## config.mk

```make
export PLATFORM = sky130hd
export DESIGN_NAME = cache_fill_ctrl
export DESIGN_NICKNAME = d
export VERILOG_FILES = /design/src/rtl/cache_pkg.sv /design/src/rtl/fill_counter.sv /design/src/rtl/cache_fill_ctrl.sv
export SDC_FILE = /design/constraint.sdc
export NUM_CORES = 1
export LEC_CHECK = 0
export CAP_MARGIN = 20
export CORE_AREA = 2 2 48 84
export CTS_CLUSTER_DIAMETER = 80
export DETAILED_ROUTE_END_ITERATION = 8
export DIE_AREA = 0 0 50 86
export PLACE_DENSITY = 0.9
export SLEW_MARGIN = 20
export SYNTH_ARGS = -nofsm -noshare
export SYNTH_HDL_FRONTEND = slang
export SYNTH_HIERARCHICAL = 1
export SYNTH_SLANG_ARGS = --single-unit
export TNS_END_PERCENT = 10
```

## constraint.sdc

```tcl
create_clock -name clk -period 4.1 [get_ports clk]
set_clock_uncertainty 0.2 [all_clocks]
set_input_delay 0.82 -clock clk [delete_from_list [all_inputs] [get_ports clk]]
set_output_delay 0.82 -clock clk [all_outputs]
set_load 0.02 [all_outputs]
```

## src/rtl/cache_pkg.sv

```systemverilog
// Shared definitions for the cache fill controller: FSM states and block geometry.
package cache_pkg;

    typedef enum logic [1:0] {
        ST_IDLE  = 2'd0,
        ST_ISSUE = 2'd1,
        ST_WAIT  = 2'd2
    } fill_state_e;

    localparam int          BLOCK_WORDS    = 8;
    localparam logic [15:0] BLOCK_OFF_MASK = 16'h000F;
    localparam int          WORD_OFF_W     = 3;

endpackage

```

## src/rtl/fill_counter.sv

```systemverilog
// Word-offset counter with synchronous clear and increment.
module fill_counter
    import cache_pkg::*;
(
    input  logic                  clk,
    input  logic                  rst,
    input  logic                  clr_i,
    input  logic                  inc_i,
    output logic [WORD_OFF_W-1:0] cnt_o
);

    logic [WORD_OFF_W-1:0] cnt_q, cnt_d;

    always_comb begin
        cnt_d = cnt_q;
        if (clr_i) begin
            cnt_d = '0;
        end else if (inc_i) begin
            cnt_d = cnt_q + WORD_OFF_W'(1);
        end
    end

    always_ff @(posedge clk or posedge rst) begin
        if (rst) begin
            cnt_q <= '0;
        end else begin
            cnt_q <= cnt_d;
        end
    end

    assign cnt_o = cnt_q;

endmodule

```

## src/rtl/cache_fill_ctrl.sv

```systemverilog
// Block fill controller shared by I- and D-cache: issues one read per word,
// then writes returned words into the selected cache and pulses tag write on the last.
module cache_fill_ctrl #(
    parameter int MEM_LATENCY = 4,
    parameter int BLOCK_WORDS = cache_pkg::BLOCK_WORDS
) (
    input  logic        clk,
    input  logic        rst,
    input  logic        i_miss,
    input  logic [15:0] i_miss_addr,
    input  logic        d_miss,
    input  logic [15:0] d_miss_addr,
    input  logic        mem_data_valid,
    input  logic [15:0] mem_data,
    output logic        mem_en,
    output logic [15:0] mem_addr,
    output logic        fill_busy,
    output logic        fill_sel,
    output logic        fill_data_we,
    output logic [2:0]  fill_word,
    output logic [15:0] fill_data,
    output logic        fill_tag_we,
    output logic        fill_done
);
    import cache_pkg::fill_state_e;
    import cache_pkg::ST_IDLE;
    import cache_pkg::ST_ISSUE;
    import cache_pkg::ST_WAIT;
    import cache_pkg::BLOCK_OFF_MASK;
    import cache_pkg::WORD_OFF_W;

    if (MEM_LATENCY < 1) begin : g_bad_latency
        $error("MEM_LATENCY must be at least 1");
    end
    if (BLOCK_WORDS > (1 << WORD_OFF_W)) begin : g_bad_block
        $error("BLOCK_WORDS exceeds word-offset counter range");
    end

    localparam logic [WORD_OFF_W-1:0] LAST_WORD = WORD_OFF_W'(BLOCK_WORDS - 1);

    fill_state_e           state_q, state_d;
    logic                  sel_q, sel_d;
    logic [15:0]           base_q, base_d;
    logic [WORD_OFF_W-1:0] issue_cnt, recv_cnt;
    logic                  cnt_clr, issue_inc, recv_inc;

    fill_counter u_issue_cnt (
        .clk   (clk),
        .rst   (rst),
        .clr_i (cnt_clr),
        .inc_i (issue_inc),
        .cnt_o (issue_cnt)
    );

    fill_counter u_recv_cnt (
        .clk   (clk),
        .rst   (rst),
        .clr_i (cnt_clr),
        .inc_i (recv_inc),
        .cnt_o (recv_cnt)
    );

    always_ff @(posedge clk or posedge rst) begin
        if (rst) begin
            state_q <= ST_IDLE;
            sel_q   <= 1'b0;
            base_q  <= '0;
        end else begin
            state_q <= state_d;
            sel_q   <= sel_d;
            base_q  <= base_d;
        end
    end

    always_comb begin
        state_d      = state_q;
        sel_d        = sel_q;
        base_d       = base_q;
        cnt_clr      = 1'b0;
        issue_inc    = 1'b0;
        recv_inc     = 1'b0;
        mem_en       = 1'b0;
        mem_addr     = '0;
        fill_data_we = 1'b0;
        fill_data    = '0;
        fill_tag_we  = 1'b0;
        fill_done    = 1'b0;

        case (state_q)
            ST_IDLE: begin
                // D-side misses win so loads/stores are not starved by fetch
                if (d_miss || i_miss) begin
                    sel_d   = d_miss;
                    base_d  = (d_miss ? d_miss_addr : i_miss_addr) & ~BLOCK_OFF_MASK;
                    cnt_clr = 1'b1;
                    state_d = ST_ISSUE;
                end
            end
            ST_ISSUE: begin
                mem_en    = 1'b1;
                mem_addr  = base_q + {{(15 - WORD_OFF_W){1'b0}}, issue_cnt, 1'b0};
                issue_inc = 1'b1;
                if (issue_cnt == LAST_WORD) begin
                    state_d = ST_WAIT;
                end
            end
            ST_WAIT: begin
                state_d = ST_WAIT;
            end
            default: begin
                state_d = ST_IDLE;
            end
        endcase

        // Returned words are accepted in both ISSUE and WAIT; the last one ends the fill
        if (state_q != ST_IDLE && mem_data_valid) begin
            fill_data_we = 1'b1;
            fill_data    = mem_data;
            recv_inc     = 1'b1;
            if (recv_cnt == LAST_WORD) begin
                fill_tag_we = 1'b1;
                fill_done   = 1'b1;
                state_d     = ST_IDLE;
            end
        end
    end

    assign fill_busy = (state_q != ST_IDLE);
    assign fill_sel  = sel_q;
    assign fill_word = recv_cnt;

endmodule

```

==> flow_summary.json <==
{
  "ys_top_cells_by_area": "dfrtp_1, and2_1, mux2_2, mux2_4, ha_1",
  "ys_warn_count": 6,
  "cts_setup_buffers": 0,
  "crit_top_cell": "clkdlybuf4s50_1",
  "reg2reg_depth": 4,
  "cts_root_buffer": "clkbuf_8",
  "cp_max_fo": 15,
  "status": "complete, no violations",
  "setup_viol": 0,
  "nets": 257,
  "seqCellArea_sq_um": 526,
  "nFillCells": 300,
  "syn_to_final_growth_pct": 69.6,
  "synth-adder-area-share_pct": 1.91,
  "wirelength_um": 3350,
  "arrival_ns": 2.58,
  "ir_drop_mv": 0.443,
  "max_cap_viol_count": 0,
  "synth_top_flop_cell": "dfrtp_1",
  "cpLargestDelayFamily": "buffers and inverters",
  "synth_async_sr_flop_share_pct": 100,
  "first_global_vias": 1094,
  "worst_pin_slew_ns": 0.682,
  "die_x_um": 50,
  "grt_first_pass_wirelength_um": 5260,
  "clkSinkCount": 21,
  "firstDrtPassIters": 4,
  "powerDensity_mw_per_mm2": 641,
  "post-route-min-period_ns": 3.60,
  "multi_input_area_sq_um": 713,
  "synth-edff-count": 0,
  "yosysUniqueCellTypes": 28,
  "synth_top_area_share_pct": 40.2,
  "postCtsResizedCells": 0,
  "yosysSeqAreaShare_pct": 40.2,
  "slowest_stage": "clkdlybuf4s50_1",
  "setup_tns_ns": 0,
  "ant_nets": 0,
  "critPathKind": "in2out",
  "synth_xor_area_share_pct": 1.34,
  "place_congestion": 0.698,
  "via_count": 1117,
  "grt_max_degree": 22,
  "worstSkewPairLatency_ns": 0.25,
  "drcViolationCount": 0,
  "synth_compound_area_share_pct": 5.36,
  "finalCritPeriodShare_pct": 87.9,
  "syn_nets": 172,
  "synthMuxAreaShare_pct": 24.8,
  "relSlewSlack_pct": 54.4,
  "cts_hold_buf": 0,
  "place_area_sq_mm": 0.00217,
  "required_ns": 3.08,
  "drt_iter0_drc": 5,
  "rsz0062_at_grt": "false",
  "synth_area_per_cell_sq_um": 11.2,
  "cts_buffer_depth": 2,
  "worstSetupEndpointType": "primary output",
  "initial_core_util_pct": 36.4,
  "gr-usage-all-layers_pct": 15.6,
  "grt_overflow": 0,
  "antenna_found_initial": 0,
  "synth_top_area_cell": "dfrtp_1",
  "hpwlAfterDp_um": 2660,
  "synthSimpleGateAreaFrac_pct": 20.9,
  "netlist_area_sq_mm": 0.00131,
  "final_layout_size_suffix_gt1_share_pct": 17.4,
  "cts.clk_slew.worst_paths_ns": 0.08,
  "yosys_register_bits": 21,
  "cts_tree": "built",
  "die_area_sq_mm": 0.00430,
  "pin_count": 94,
  "cp.depth": 5,
  "syn_inst": 117,
  "regToRegSetupSlack_ns": 2.30,
  "leakagePower_nw": 0.931,
  "layout_commonest_cell": "clkdlybuf4s50_1",
  "path_cells": "clkdlybuf4s50_1 > o21a_1 > buf_4 > and2_1 > clkdlybuf4s50_1",
  "rows": 29,
  "portBuffers": 84,
  "slew_viol_final": 0,
  "chipHeight_um": 86,
  "post-route-cell-area_sq_mm": 0.00222,
  "htreeDepth": 1,
  "wl_per_cell_um": 13.5,
  "finalHoldViolations": 0,
  "cp_num_buf_inv": 3,
  "worstHoldPathType": "reg2reg",
  "synth_top_family_by_area": "multiplexers",
  "diodes": 0,
  "cpPeakStageDelay_ns": 0.59,
  "crit_path_start_kind": "primary input",
  "fmax_mhz": 278,
  "numCtsBuffers": 3,
  "detail_route.vias_per_cell": 4.52,
  "core_area_sq_mm": 0.00359,
  "whs_path_depth": 1,
  "final_cell_mix": "clkdlybuf4s50_1, and2_1, dfrtp_1"
}
## path summary, 6_finish.rpt
| kind | start | to |
|---|---|---|
| min in group asynchronous | rst | u_recv_cnt/cnt_o[1]$_DFFE_PP0P_ |
| setup / recovery | mem_data_valid | fill_data[3] |
| max in group asynchronous | rst | state_q[1]$_DFF_PP0_ |
| hold / removal | base_q[8]$_DFFE_PP0P_ | base_q[8]$_DFFE_PP0P_ |
| hold reg to reg | base_q[8]$_DFFE_PP0P_ | base_q[8]$_DFFE_PP0P_ |
| setup reg to reg | state_q[0]$_DFF_PP0_ | base_q[15]$_DFFE_PP0P_ |
## logic make-up after synthesis
kind of cell,after synthesis
other,1
multiplexers,26
XOR/XNOR,2
flip-flops,21
AO/OA/AOI/OAI,9
adder cells (fa/ha/maj),2
buffers and inverters,11
AND/OR/NAND/NOR,45
## metal layers
layer	part of all wire, %	vias up	track usage [%]
li1	-	559	-
met1	39	526	18.8
met2	57	30	28.5
met3	3.2	2	1.22
met4	1.1	0	5.30
met5	0	-	0
## per-stage QoR
stage	hold WS [ns]	setup WS [ns]	cells	total power (W)	utilization (%)
2_1_floorplan	0.272	1.52	117	0.000905	-
3_3_place_gp	0.283	0.527	243	0.00128	60.4
3_5_place_dp	0.289	0.479	243	0.00130	60.4
4_1_cts	0.313	0.478	247	0.00144	61.7
5_1_grt	0.320	0.399	247	0.00150	61.7
6_report	0.308	0.498	247	0.00142	61.7
## registers in the layout, indices dropped and copies added (netlist names)
name and count:
u_issue_cnt/cnt_o 3, state_q 2, u_recv_cnt/cnt_o 3, fill_sel 1, base_q 12
## Yosys cell counts (2+ instances only)
cell type,number
a21bo_1,2
a21oi_1,3
and2_1,31
buf_4,3
buf_6,2
dfrtp_1,21
ha_1,2
inv_1,4
mux2_2,15
mux2_4,9
mux2i_1,2
nand2_1,2
nand3b_1,2
nor2_1,4
xnor2_1,2
## power breakdown
part           leakage (nW)  internal, W  total, W  switching [W]
registers             0.253     0.000307  0.000382      0.0000745
clock network        0.0255    0.0000675  0.000132      0.0000648
logic                 0.653     0.000495  0.000907       0.000412
total                 0.931     0.000870   0.00142       0.000551
## layout make-up
type | instances | share of cell area (%)
Inverter | 5 | 0.846
Clock buffer | 3 | 1.86
Clock inverter | 1 | 0.226
Timing Repair Buffer | 86 | 38.6
Sequential cell | 21 | 23.7
Multi-Input combinational cell | 85 | 32.2
Tap cell | 46 | 2.60
## worst register-to-register path: stages, from the launching register on
cell and delay, ns:
dfrtp_1 0.44, nor2_2 0.20, o21ai_2 0.09, inv_2 0.37, mux2_2 0.39
(Power assumes the default switching activity.)
